**config.mk**
```make
export PLATFORM = sky130hd
export DESIGN_NAME = clint_timer
export DESIGN_NICKNAME = d
export VERILOG_FILES = /design/src/rtl/clint_pkg.sv /design/src/rtl/clint_prescaler.sv /design/src/rtl/clint_timer.sv
export SDC_FILE = /design/constraint.sdc
export NUM_CORES = 1
export LEC_CHECK = 0
export CORE_MARGIN = 1
export CORE_UTILIZATION = 35
export DETAILED_ROUTE_END_ITERATION = 8
export PLACE_DENSITY_LB_ADDON = 0.12
export SLEW_MARGIN = 15
export SYNTH_ARGS = -nofsm -noshare
export SYNTH_HDL_FRONTEND = slang
export SYNTH_SLANG_ARGS = --single-unit
```
**constraint.sdc**
```tcl
create_clock -name clk -period 8.81 [get_ports clk]
set_input_delay 1.762 -clock clk [delete_from_list [all_inputs] [get_ports clk]]
set_output_delay 1.762 -clock clk [all_outputs]
set_load 0.05 [all_outputs]
```
**src/rtl/clint_pkg.sv**
```systemverilog
// Shared CLINT definitions: register offsets, bus FSM states, the machine-timer
// interrupt cause, and the byte-merge used for register writes with strobes.
package clint_pkg;

  localparam logic [15:0] MTIMECMP_OFS = 16'h4000;
  localparam logic [15:0] MTIME_OFS    = 16'hBFF8;
  localparam logic [63:0] MCAUSE_MTI   = 64'h8000_0000_0000_0007;

  typedef enum logic {
    IDLE,
    RESP
  } bus_state_e;

  function automatic logic [63:0] merge_bytes(input logic [63:0] old_val,
                                              input logic [63:0] wdata,
                                              input logic [7:0]  wstrb);
    logic [63:0] res;
    res = old_val;
    for (int i = 0; i < 8; i++) begin
      if (wstrb[i]) res[i*8 +: 8] = wdata[i*8 +: 8];
    end
    return res;
  endfunction

endpackage

```
**src/rtl/clint_prescaler.sv**
```systemverilog
// Prescaler for mtime: div_cnt runs 0..TICK_DIV-1 and tick marks its last count.
// With TICK_DIV=1 the counter stays at 0 and tick is permanently high.
module clint_prescaler #(
  parameter int TICK_DIV = 1
) (
  input  logic clk,
  input  logic rst,
  output logic tick
);

  localparam int CNT_W = (TICK_DIV > 1) ? $clog2(TICK_DIV) : 1;
  localparam logic [CNT_W-1:0] LAST_CNT = CNT_W'(TICK_DIV - 1);

  logic [CNT_W-1:0] div_cnt;

  assign tick = (div_cnt == LAST_CNT);

  always_ff @(posedge clk or posedge rst) begin
    if (rst)       div_cnt <= '0;
    else if (tick) div_cnt <= '0;
    else           div_cnt <= div_cnt + CNT_W'(1);
  end

endmodule

```
**src/rtl/clint_timer.sv**
```systemverilog
// Machine timer: 64-bit mtime/mtimecmp behind a single-outstanding MMIO port,
// with a registered level interrupt raised while mtime >= mtimecmp.
module clint_timer
  import clint_pkg::*;
#(
  parameter logic [63:0] BASE_ADDR = 64'h0000_0000_0200_0000,
  parameter int          TICK_DIV  = 1
) (
  input  logic        clk,
  input  logic        rst,
  input  logic        mmio_req_valid_i,
  output logic        mmio_req_ready_o,
  input  logic        mmio_req_we_i,
  input  logic [63:0] mmio_req_addr_i,
  input  logic [63:0] mmio_req_wdata_i,
  input  logic [7:0]  mmio_req_wstrb_i,
  output logic        mmio_rsp_valid_o,
  input  logic        mmio_rsp_ready_i,
  output logic [63:0] mmio_rsp_rdata_o,
  output logic        mmio_rsp_err_o,
  output logic        timer_int_o
);

  localparam logic [63:0] DW_MASK       = ~64'h7;
  localparam logic [63:0] MTIMECMP_ADDR = (BASE_ADDR + {48'd0, MTIMECMP_OFS}) & DW_MASK;
  localparam logic [63:0] MTIME_ADDR    = (BASE_ADDR + {48'd0, MTIME_OFS}) & DW_MASK;

  bus_state_e  state, state_nxt;
  logic        tick;
  logic [63:0] mtime, mtimecmp;
  logic [63:0] addr_dw;
  logic [63:0] rd_sel;
  logic        hit_mtime, hit_cmp, accept;

  clint_prescaler #(.TICK_DIV(TICK_DIV)) u_prescaler (
    .clk  (clk),
    .rst  (rst),
    .tick (tick)
  );

  assign addr_dw   = mmio_req_addr_i & DW_MASK;
  assign hit_mtime = (addr_dw == MTIME_ADDR);
  assign hit_cmp   = (addr_dw == MTIMECMP_ADDR);
  assign accept    = mmio_req_valid_i && mmio_req_ready_o;

  always_ff @(posedge clk or posedge rst) begin
    if (rst) state <= IDLE;
    else     state <= state_nxt;
  end

  always_comb begin
    state_nxt        = state;
    mmio_req_ready_o = 1'b0;
    mmio_rsp_valid_o = 1'b0;
    case (state)
      IDLE: begin
        mmio_req_ready_o = 1'b1;
        if (mmio_req_valid_i) state_nxt = RESP;
      end
      RESP: begin
        mmio_rsp_valid_o = 1'b1;
        if (mmio_rsp_ready_i) state_nxt = IDLE;
      end
      default: state_nxt = IDLE;
    endcase
  end

  // A write that lands on a tick edge replaces the increment entirely; the
  // unwritten bytes keep the pre-increment value.
  always_ff @(posedge clk or posedge rst) begin
    if (rst)                                       mtime <= '0;
    else if (accept && mmio_req_we_i && hit_mtime) mtime <= merge_bytes(mtime, mmio_req_wdata_i, mmio_req_wstrb_i);
    else if (tick)                                 mtime <= mtime + 64'd1;
  end

  always_ff @(posedge clk or posedge rst) begin
    if (rst)                                     mtimecmp <= '1;
    else if (accept && mmio_req_we_i && hit_cmp) mtimecmp <= merge_bytes(mtimecmp, mmio_req_wdata_i, mmio_req_wstrb_i);
  end

  always_comb begin
    rd_sel = '0;
    if (!mmio_req_we_i) begin
      if (hit_mtime)    rd_sel = mtime;
      else if (hit_cmp) rd_sel = mtimecmp;
    end
  end

  // Response is captured at acceptance and held until the LSU consumes it.
  always_ff @(posedge clk or posedge rst) begin
    if (rst) begin
      mmio_rsp_rdata_o <= '0;
      mmio_rsp_err_o   <= 1'b0;
    end else if (accept) begin
      mmio_rsp_rdata_o <= rd_sel;
      mmio_rsp_err_o   <= !(hit_mtime || hit_cmp);
    end
  end

  always_ff @(posedge clk or posedge rst) begin
    if (rst) timer_int_o <= 1'b0;
    else     timer_int_o <= (mtime >= mtimecmp);
  end

endmodule

```
# Yosys cells after proc, flatten, opt, wreduce, memory -nomap -nowiden
# Index checks and enable logic that the tools add are counted.
word_totals:
  regBits: 196
  word_cells: 77
  out_inout_bits: 68
  inputBits: 141
classes:
  muxes: 19
  order_cmp: 1
  bitwise: 1
  n_eq_ne: 11
  reduce_logical: 22
  addsub: 2
op_table:
  columns: ["op", "count"]
  rows:
  - ["2-to-1 mux 64 bit", 5]
  - ["equality test 61 x 23 -> 1 bit, second input constant", 2]
  - ["adder 64 x 1 -> 64 bit, second input constant", 1]
  - ["greater-or-equal comparator 64 bit", 1]
  - ["2-to-1 mux 8 bit", 8]
  - ["AND reduction 2 bit", 16]
  - ["inequality test 2 bit, second input constant", 9]
  - ["2-to-1 mux 1 bit", 5]
  - ["logical AND 1 bit", 4]
  - ["one-hot mux 1 bit (2 select lines)", 1]
  - ["adder 1 bit, second input constant", 1]
  - ["zero test 1 bit", 1]
  - ["logical OR 1 bit", 1]
  - ["NOT 1 bit", 1]

# Logic depth before layout (Yosys ltp)
# Gate-level depths: netlist of run 1.
logic_depth:
  depth_word: 6
  mapped_depth: 9
  mapped_depth_nobuf: 8

# By module
# Synthesis of run 1 repeated with hierarchy kept, for this count alone.
hier_totals:
  cells_unflattened: 1213
  hier_area_um2: 11577.4
by_module_without_submodules:
  columns: ["mod", "cells_per_inst", "seq_area_each_um2", "n_inst", "area_each_um2"]
  rows:
  - ["clint_timer", 1211, 4959.8, 1, 11566.1]
  - ["clint_prescaler", 2, 0.0, 1, 11.3]

# Worst setup path after synthesis of run 1
# OpenSTA, ideal clock, no wires.
synth_timing:
  path_type: "input-to-reg"
  start: "input port mmio_req_addr_i[17]"
  end: "register mtime[17]"
  setup_ps: 123
  arrival_time_ps: 3820
  cell_stages: 8
  path_slack_ps: 4868
  n_path_buf: 2
  required_ps: 8687
  path_cell_list: "nor4b_1 nand4_1 or4_1 buf_2 or4_1 clkbuf_1 a21boi_0 o221a_2"
synth_between:
  elab_chain_len: 4
  word_cells_on_any_way: 6
  cone_classes: "3 x eq/ne; 1 x mux; 2 x reduce/logical"
synth_rtl:
  columns: ["item", "line", "rtl"]
  rows:
  - ["start: declaration", "clint_timer.sv:14", "input logic [63:0] mmio_req_addr_i,"]
  - ["equality test 61 x 23 -> 1 bit *", "clint_timer.sv:42", "assign hit_mtime = (addr_dw == MTIME_ADDR);"]
  - ["logical AND 1 bit *", "clint_timer.sv:72", "else if (accept && mmio_req_we_i && hit_mtime) mtime <= merge_bytes(mtime, mmio_req_wdata_i, mmio_req_wstrb_i) ..."]
  - ["inequality test 2 bit (no source line)", null, null]
  - ["AND reduction 2 bit (no source line)", null, null]
  - ["end signal: assignment", "clint_timer.sv:72", null]
  - ["end signal: assignment", "clint_timer.sv:73", "else if (tick) mtime <= mtime + 64'd1;"]
  - ["end: declaration", "clint_timer.sv:30", "logic [63:0] mtime, mtimecmp;"]
# Every way passes the cells marked *; elsewhere a longest branch is shown, timed or not.
# A chain may end at the register's enable or synchronous reset.

# Worst setup path in the final report of run 1
layout_timing:
  start: "input port mmio_req_addr_i[36]"
  end: "register mtime[35]"
# The elaborated chain is that of the path after synthesis.

==> impl_metrics.json, run 1 <==
{
  "fin_tns_setup_ps": 0,
  "grt_start_max_net_pins": 125,
  "die-area_um2": 34000,
  "wl_per_cell_um": 20.5,
  "ctsResizeCount": 0,
  "path_cells": "clkdlybuf4s50_1 > nor4_1 > nand4_1 > or4_1 > nor3_4 > buf_4 > o21ai_0 > a211o_1",
  "r2r_slack_ps": 5400,
  "reg2reg_from": "state$_DFF_PP0_",
  "gp_congestion": 0.889,
  "avgViaCountPerCell": 5.57,
  "synth_top_area_share_pct": 28.1,
  "synth_cells": 1261,
  "rows": 66,
  "seqPwrFrac_pct": 50.1,
  "die_w_um": 185,
  "final_cell_mix": "clkdlybuf4s50_1 (205), dfrtp_1 (131), nand2_1 (127)",
  "worstHoldStart": "mmio_rsp_rdata_o[24]$_DFFE_PP0P_",
  "htree_levels": 4,
  "core_area_um2": 32600,
  "critPathSlowestCell": "or4_1",
  "holdPathStages": 2,
  "drcViolationCount": 0,
  "drt-initial-drc-count": 740,
  "fillers": 3261,
  "pwr-share-clk_pct": 43.1,
  "post-cts-setup-buffer-count": 0,
  "ir_drop_uv": 124,
  "reg2reg_depth": 5,
  "p_sw_uw": 454,
  "portBuffers": 205,
  "yosysTopAreaCell": "dfrtp_1",
  "ios": 209,
  "total_power_uw": 1790,
  "finalHoldViolations": 0,
  "crit_required_ps": 9130,
  "critical_path_peak_fanout": 42,
  "drive_gt1_share_pct": 14.2,
  "cts.sinks": 195,
  "synth_area_um2": 11700,
  "skew_ps": 13.0,
  "stdcell_count": 1908,
  "relSlewSlack_pct": 17.1,
  "grt-ovfl-total": 0,
  "insertion_delay_ps": 440,
  "start_util_pct": 35.7,
  "endpoint_kind": "register",
  "route.antenna.remaining_nets": 0,
  "synth_warnings": 0,
  "syn_nets": 1467,
  "numCtsBuffers": 17,
  "antenna_found_initial": 1,
  "slew_violations": 0,
  "cts_buffer_depth": 2,
  "power_density_nw_per_um2": 121,
  "swShare_pct": 25.3,
  "synth.area.top_cells": "dfrtp_1 (28%), dfstp_2 (14%), ha_1 (7.0%)",
  "grt_first_pass_wirelength_mm": 60.8,
  "layout_min_cycle_time_ps": 5430,
  "rsz0062_at_grt": "no",
  "ys_types": 61,
  "grt_util_all_layers_pct": 23.5,
  "r2r_end": "mtimecmp[11]$_DFFE_PP1P_",
  "tightest_slew_ps": 1240,
  "syn_area_per_cell_um2": 9.25,
  "p_leak_uw": 0.00578,
  "clockRootBuffer": "clkbuf_16",
  "syn2layout_area_growth_pct": 26.9,
  "critPathLaunchType": "input pin",
  "dp.cells": 1875,
  "seq_area_um2": 4960,
  "fin_nets": 1658,
  "synth-seq-cells": 195,
  "timing.final.crit_share_pct": 61.7,
  "path_clk_slew_ps": 70,
  "worstHoldPathType": "register to register",
  "critPathMaxStageDelay_ps": 940,
  "max_cap_viol_count": 0,
  "status": "finished clean",
  "first_pass_iters": 5,
  "synth-edff-count": 0,
  "routed_wl_mm": 39.0,
  "hold_buffers": 0,
  "cp.arrival_ps": 5750,
  "worst-setup-path-type": "input pin to register",
  "p_comb_share_pct": 6.9,
  "vias": 10600,
  "synth_ff_type": "dfrtp_1",
  "finalSetupViolations": 0,
  "layout_commonest_cell": "clkdlybuf4s50_1",
  "synth_seq_area_share_pct": 42.5,
  "tritoncts": "done",
  "dpl.hpwl_mm": 28.3,
  "p_int_uw": 1340,
  "timing.fmax_ghz": 0.184,
  "multiInputGateArea_um2": 6100,
  "whs_endpoint": "mmio_rsp_rdata_o[24]$_DFFE_PP0P_",
  "die-height_um": 185,
  "first_global_vias": 10600,
  "synthArstFlopShare_pct": 100
}
layer usage:
metal	up-vias	global-route usage [%]	part of all wire [%]
li1	5054	-	-
met3	55	2.98	4.5
met2	298	39.1	48
met1	5223	31.4	45
met4	2	7.53	2.3
met5	-	1.33	0.15
synth_stat cells (all sizes together), types with 6 or more instances:
master,n
or3,10
dfrtp,131
dfstp,64
inv,110
mux2,68
a211oi,8
nor2,43
nand4,43
clkbuf,44
mux2i,33
and4,12
a211o,8
nand2,129
and3,18
o21a,12
nor4,33
nand3,44
buf,8
a21oi,101
o221a,8
o21ai,100
or4,12
o32a,6
o32ai,23
nor3,60
ha,65
per-stage QoR:
step	setup slack, ps	cell area, um2	util (%)	hold slack (ps)
floorplan	1840	11700	-	500
global placement	3040	14200	43.6	461
detailed placement	3030	14200	43.6	470
CTS	3470	14800	45.3	487
global route	3310	14800	45.3	497
finish	3380	14800	45.3	478
critical path: cells and delay by family:
kind | cells | cell delay (ps)
buffers and inverters | 2 | 980
AO/OA/AOI/OAI | 2 | 480
AND/OR/NAND/NOR | 4 | 2500
flip-flops by register name (all words and copies together) (netlist names):
| name | cells |
|---|---|
| state | 1 |
| mmio_rsp_rdata_o | 64 |
| mtimecmp | 64 |
| mtime | 64 |
| timer_int_o | 1 |
| mmio_rsp_err_o | 1 |
worst max-delay path by stage:
| stage | startpoint | endpoint | slack [ps] | cells after the start |
|---|---|---|---|---|
| 4_1_cts | mmio_req_addr_i[36] | mtime[35]$_DFFE_PP0P_ | 3470 | 8 |
| 6_report | mmio_req_addr_i[36] | mtime[35]$_DFFE_PP0P_ | 3380 | 8 |
| 2_1_floorplan | rst | mmio_rsp_err_o$_DFFE_PP0P_ | 1840 | 1 |
| 3_3_place_gp | mmio_req_addr_i[36] | mtime[35]$_DFFE_PP0P_ | 3040 | 8 |
| 5_1_grt | mmio_req_addr_i[36] | mtime[35]$_DFFE_PP0P_ | 3310 | 8 |
| 3_5_place_dp | mmio_req_addr_i[36] | mtime[35]$_DFFE_PP0P_ | 3030 | 8 |
area by class of cell:
class | instances | share of cell area, %
diodes | 1 | 0.0169
inverters | 110 | 2.84
multi-input cells | 904 | 41.2
flip-flops and latches | 195 | 33.5
repair buffers | 224 | 14.8
clock inverters | 13 | 0.804
clock buffers | 19 | 2.99
well taps | 442 | 3.74
cells by family (layout without fill, tap and decap cells):
family,after synthesis,count (layout),synth area share (%)
AOI/OAI and AO/OA,318,318,17.2
xor gates and xnor gates,1,1,0.0751
adders and majority gates,65,65,6.98
buffers and inverters,162,366,5.31
DFF,195,195,42.5
muxes,101,101,9.40
other,0,1,0
and+or+nand+nor,419,419,18.5
power groups by stage:
stage | logic, uW | clock network [uW] | registers (uW)
floorplan | 31.1 | 0 | 916
global placement | 126 | 0 | 914
detailed placement | 125 | 0 | 914
CTS | 126 | 788 | 897
global route | 133 | 828 | 897
finish | 123 | 771 | 897
(Power assumes the default switching activity.)
==> run 2, diff against run 1 <==
==> constraint.sdc (replaced) <==
create_clock -name clk -period 5.12 [get_ports clk]
set_input_delay 1.024 -clock clk [delete_from_list [all_inputs] [get_ports clk]]
set_output_delay 1.024 -clock clk [all_outputs]
set_load 0.05 [all_outputs]
==> impl_metrics.json, run 2 (same netlist as run 1, synthesis figures left out) <==
{
  "critical_path_peak_fanout": 15,
  "start_util_pct": 35.7,
  "place_ws_ps": 825,
  "insertion_delay_ps": 460,
  "path_cells": "clkdlybuf4s50_1 > nand4_1 > or4_1 > or3_1 > nor4_1 > a311o_1 > o211a_1",
  "p_sw_uw": 773,
  "critPathMaxStageDelay_ps": 790,
  "fin_nets": 1673,
  "tritoncts": "done",
  "slew_violations": 0,
  "timing.final.crit_share_pct": 75.5,
  "grt_util_all_layers_pct": 24.0,
  "routed_wl_mm": 39.7,
  "ctsResizeCount": 0,
  "status": "finished clean",
  "first_pass_iters": 5,
  "cts.sinks": 195,
  "ir_drop_uv": 219,
  "layout_commonest_cell": "clkdlybuf4s50_1",
  "p_comb_share_pct": 6.9,
  "die_w_um": 185,
  "cp.arrival_ps": 4260,
  "critPathSlowestCell": "or3_1",
  "grt-ovfl-total": 0,
  "drcViolationCount": 0,
  "antenna_found_initial": 1,
  "numCtsBuffers": 17,
  "rsz0062_at_grt": "no",
  "syn2layout_area_growth_pct": 28.2,
  "dpl.hpwl_mm": 29.1,
  "wl_per_cell_um": 20.6,
  "relSlewSlack_pct": 23.5,
  "power_density_nw_per_um2": 211,
  "gp_congestion": 0.874,
  "p_leak_uw": 0.00584,
  "gr-max-usage-layer": "met2",
  "first_global_vias": 10800,
  "grt_start_max_net_pins": 86,
  "crit_required_ps": 5510,
  "critPathLaunchType": "input pin",
  "portBuffers": 205,
  "use_met1_pct": 31.7,
  "worst-setup-path-type": "input pin to register",
  "drive_gt1_share_pct": 14.9,
  "met2_usage_pct": 40.6,
  "fillers": 3227,
  "ios": 209,
  "layout_min_cycle_time_ps": 3870,
  "grt_first_pass_wirelength_mm": 62.2,
  "avgViaCountPerCell": 5.62,
  "cts_buffer_depth": 2,
  "htree_levels": 4,
  "multiInputGateArea_um2": 6100,
  "final_cell_mix": "clkdlybuf4s50_1 (205), dfrtp_1 (131), nand2_1 (127)",
  "post-cts-setup-buffer-count": 0,
  "finalSetupViolations": 0,
  "drt-initial-drc-count": 774,
  "reg.largest.list": "mmio_rsp_rdata_o x64, mtime x64, mtimecmp x64",
  "clockRootBuffer": "clkbuf_16",
  "route.antenna.remaining_nets": 0,
  "worstHoldPathType": "register to register",
  "fin_tns_setup_ps": 0,
  "skew_ps": 18.3,
  "vias": 10800,
  "tightest_slew_ps": 1140,
  "met3_usage_pct": 3.40,
  "critPathTopFamily": "simple AND/OR/NAND/NOR gates",
  "seqPwrFrac_pct": 49.0,
  "pwr-share-clk_pct": 44.1,
  "worst_slack_ps": 1250,
  "finalHoldViolations": 0,
  "die-height_um": 185,
  "rows": 66,
  "worst-path-buf-inv": 1,
  "max_cap_viol_count": 0,
  "utilization_pct": 45.8,
  "timing.hold.ws_ps": 477,
  "hold_buffers": 0,
  "p_int_uw": 2380,
  "core_area_um2": 32600,
  "timing.fmax_ghz": 0.259,
  "swShare_pct": 24.5,
  "endpoint_kind": "register",
  "seq_area_um2": 4960,
  "die-area_um2": 34000,
  "path_clk_slew_ps": 70
}
-- run 2: worst reg2reg max path: stages, from the launching register on --
cell and delay, ps:
dfrtp_1 490, nand3_1 260, or4_1 650, nor4_1 890
nand4_1 320, o32ai_1 280, o21ba_2 190
-- run 2: path summary, 6_finish.rpt --
kind                                                        from                               end  slack (ps)  cells after the start
worst max-delay path                          mmio_req_addr_i[6]             mtime[54]$_DFFE_PP0P_        1250                      7
worst min-delay path            mmio_rsp_rdata_o[24]$_DFFE_PP0P_  mmio_rsp_rdata_o[24]$_DFFE_PP0P_         480                      2
worst max register to register             mtime[28]$_DFFE_PP0P_             mtime[62]$_DFFE_PP0P_        1950                      6
worst min register to register  mmio_rsp_rdata_o[24]$_DFFE_PP0P_  mmio_rsp_rdata_o[24]$_DFFE_PP0P_         480                      2
max in group asynchronous                                    rst             mtime[43]$_DFFE_PP0P_        2940                      3
min in group asynchronous                                    rst   mmio_rsp_rdata_o[3]$_DFFE_PP0P_         890                      2
-- run 2: power groups by stage --
stage | sequential (uW) | combinational [uW] | clock (uW)
floorplan | 1580 | 53.8 | 0
global placement | 1570 | 219 | 0
detailed placement | 1570 | 219 | 0
CTS | 1540 | 220 | 1420
global route | 1540 | 232 | 1470
finish | 1540 | 216 | 1390
-- run 2: layer usage --
metal	vias to the layer above	part of all wire (%)
li1	5073	-
met1	5385	44
met2	292	49
met3	47	4.5
met4	0	2.3
met5	-	0
-- run 2: cell type report --
cell class                 instances  share of cell area (%)
clock buffer                      18                    2.87
antenna                            1                  0.0167
tap                              442                    3.70
sequential                       195                    33.2
multi-input combinational        904                    40.8
inverter                         110                    2.79
clock inverter                    13                    1.02
timing repair buffer             239                    15.6
-- run 2: metrics by stage --
stage / cell area, um2 / std cells / power [uW]
after floorplan: 11700 / 1261 / 1630
after global placement: 14400 / 1890 / 1790
after detailed placement: 14400 / 1890 / 1790
after CTS: 14900 / 1921 / 3190
after global routing: 14900 / 1922 / 3250
final: 14900 / 1922 / 3150
==> run 3, diff against run 2 <==
==> constraint.sdc (replaced) <==
create_clock -name clk -period 3.8 [get_ports clk]
set_input_delay 0.76 -clock clk [delete_from_list [all_inputs] [get_ports clk]]
set_output_delay 0.76 -clock clk [all_outputs]
set_load 0.05 [all_outputs]
==> impl_metrics.json, run 3 (same netlist as run 1, synthesis figures left out) <==
{
  "grt_first_pass_wirelength_mm": 61.8,
  "antenna_found_initial": 0,
  "tritoncts": "done",
  "drive_gt1_share_pct": 15.5,
  "crit_required_ps": 4180,
  "grt-ovfl-total": 0,
  "rows": 66,
  "cp.arrival_ps": 3560,
  "gp_congestion": 0.903,
  "routed_wl_mm": 39.5,
  "vias": 10700,
  "worstHoldStart": "mmio_rsp_rdata_o[40]$_DFFE_PP0P_",
  "layout_commonest_cell": "clkdlybuf4s50_1",
  "reg.largest.list": "mmio_rsp_rdata_o x64, mtime x64, mtimecmp x64",
  "post-cts-setup-buffer-count": 0,
  "dpl_cell_area_um2": 14500,
  "dpl.hpwl_mm": 28.9,
  "fin_tns_setup_ps": 0,
  "portBuffers": 205,
  "skew_ps": 11.1,
  "die-area_um2": 34000,
  "clockRootBuffer": "clkbuf_16",
  "fin_nets": 1683,
  "endpoint_kind": "register",
  "ir_drop_uv": 278,
  "drt-initial-drc-count": 713,
  "first_global_vias": 10800,
  "finalSetupViolations": 0,
  "first_pass_iters": 5,
  "ctsResizeCount": 0,
  "critPathMaxStageDelay_ps": 560,
  "htree_levels": 4,
  "status": "finished clean",
  "path_cells": "clkdlybuf4s50_1 > nor4_1 > nand4_1 > or4_1 > buf_4 > buf_4 > nor3_4 > buf_12 > buf_4 > o21a_1 > o221a_2",
  "cts_buffer_depth": 2,
  "core_area_um2": 32600,
  "timing.hold.ws_ps": 481,
  "syn2layout_area_growth_pct": 30.1,
  "start_util_pct": 35.7,
  "diodes": 0,
  "cpMostUsedCell": "buf_4",
  "reg2reg_from": "mtime[1]$_DFFE_PP0P_",
  "critical_path_peak_fanout": 29,
  "finalHoldViolations": 0,
  "path_clk_slew_ps": 70,
  "stdcell_count": 1932,
  "drcViolationCount": 0,
  "p_leak_uw": 0.00597,
  "numCtsBuffers": 17,
  "ios": 209,
  "layout_min_cycle_time_ps": 3170,
  "final_cell_mix": "clkdlybuf4s50_1 (205), dfrtp_1 (131), nand2_1 (127)",
  "reg2reg_depth": 7,
  "wl_per_cell_um": 20.4,
  "timing.final.crit_share_pct": 83.4,
  "slew_violations": 0,
  "insertion_delay_ps": 450,
  "die_w_um": 185,
  "startpoint": "mmio_req_addr_i[16]",
  "grt_util_all_layers_pct": 23.9,
  "cts.sinks": 195,
  "max_cap_viol_count": 0,
  "worstHoldPathType": "register to register",
  "hold_buffers": 0,
  "power_density_nw_per_um2": 297,
  "grt_start_max_net_pins": 66,
  "final_area_um2": 15200,
  "critPathLaunchType": "input pin",
  "utilization_pct": 46.5,
  "tightest_slew_ps": 845,
  "timing.fmax_ghz": 0.315,
  "r2r_end": "mtime[50]$_DFFE_PP0P_",
  "worst-setup-path-type": "input pin to register",
  "rsz0062_at_grt": "no",
  "endpoint": "mtime[21]$_DFFE_PP0P_",
  "route.antenna.remaining_nets": 0,
  "die-height_um": 185,
  "critPathSlowestCell": "or4_1",
  "relSlewSlack_pct": 43.1,
  "dp.cells": 1900,
  "r2r_slack_ps": 830,
  "avgViaCountPerCell": 5.55
}
[run 3: cell count changes in the layout (fill, tap and decap cells not counted)]
cell,previous run,this run
clkbuf_8,0,2
buf_4,32,38
inv_8,1,0
clkinv_4,3,4
clkbuf_1,1,2
bufinv_16,2,6
clkinvlp_4,6,1
diode_2,1,0
buf_12,2,6
inv_6,2,1
[run 3: per-stage QoR]
stage	worst slack (ps)	power (uW)
finish	629	4500
global route	432	4650
CTS	636	4570
detailed placement	184	2420
global placement	169	2420
floorplan	574	2200
[run 3: worst min path at each step]
stage	slack, ps	end	cells after the start
2_1_floorplan	500	mtime[0]$_DFFE_PP0P_	1
3_3_place_gp	460	mmio_rsp_rdata_o[26]$_DFFE_PP0P_	2
3_5_place_dp	470	mmio_rsp_rdata_o[25]$_DFFE_PP0P_	2
4_1_cts	490	mmio_rsp_rdata_o[25]$_DFFE_PP0P_	2
5_1_grt	490	mmio_rsp_rdata_o[7]$_DFFE_PP0P_	2
6_report	480	mmio_rsp_rdata_o[40]$_DFFE_PP0P_	2
[run 3: layout make-up]
| class | count | area, um2 |
|---|---|---|
| clock buffer | 21 | 460 |
| clock inverter | 11 | 224 |
| fill | 3140 | 17500 |
| inverter | 110 | 417 |
| multi-input combinational | 904 | 6100 |
| sequential | 195 | 4960 |
| tap | 442 | 553 |
| timing repair buffer | 249 | 2460 |
[run 3: power by group]
group	switching, uW	leakage (uW)	total, uW	internal (uW)
sequential	1.07	0.00236	2080	2080
combinational	148	0.00328	296	148
clock	849	0.000332	2130	1280
[run 3: metal layers]
layer  track usage, %  part of all wire (%)  vias to the layer above
li1                 -                     -                     5078
met1             30.9                    45                     5313
met2             40.7                    48                      287
met3             3.71                   4.6                       48
met4             7.57                   2.3                        0
met5                0                     0                        -
[run 3: critical path: cells and delay by family]
| kind | cells | cell delay (ps) |
|---|---|---|
| buffers and inverters | 5 | 1170 |
| AOI/OAI and AO/OA | 2 | 300 |
| and+or+nand+nor | 4 | 1310 |
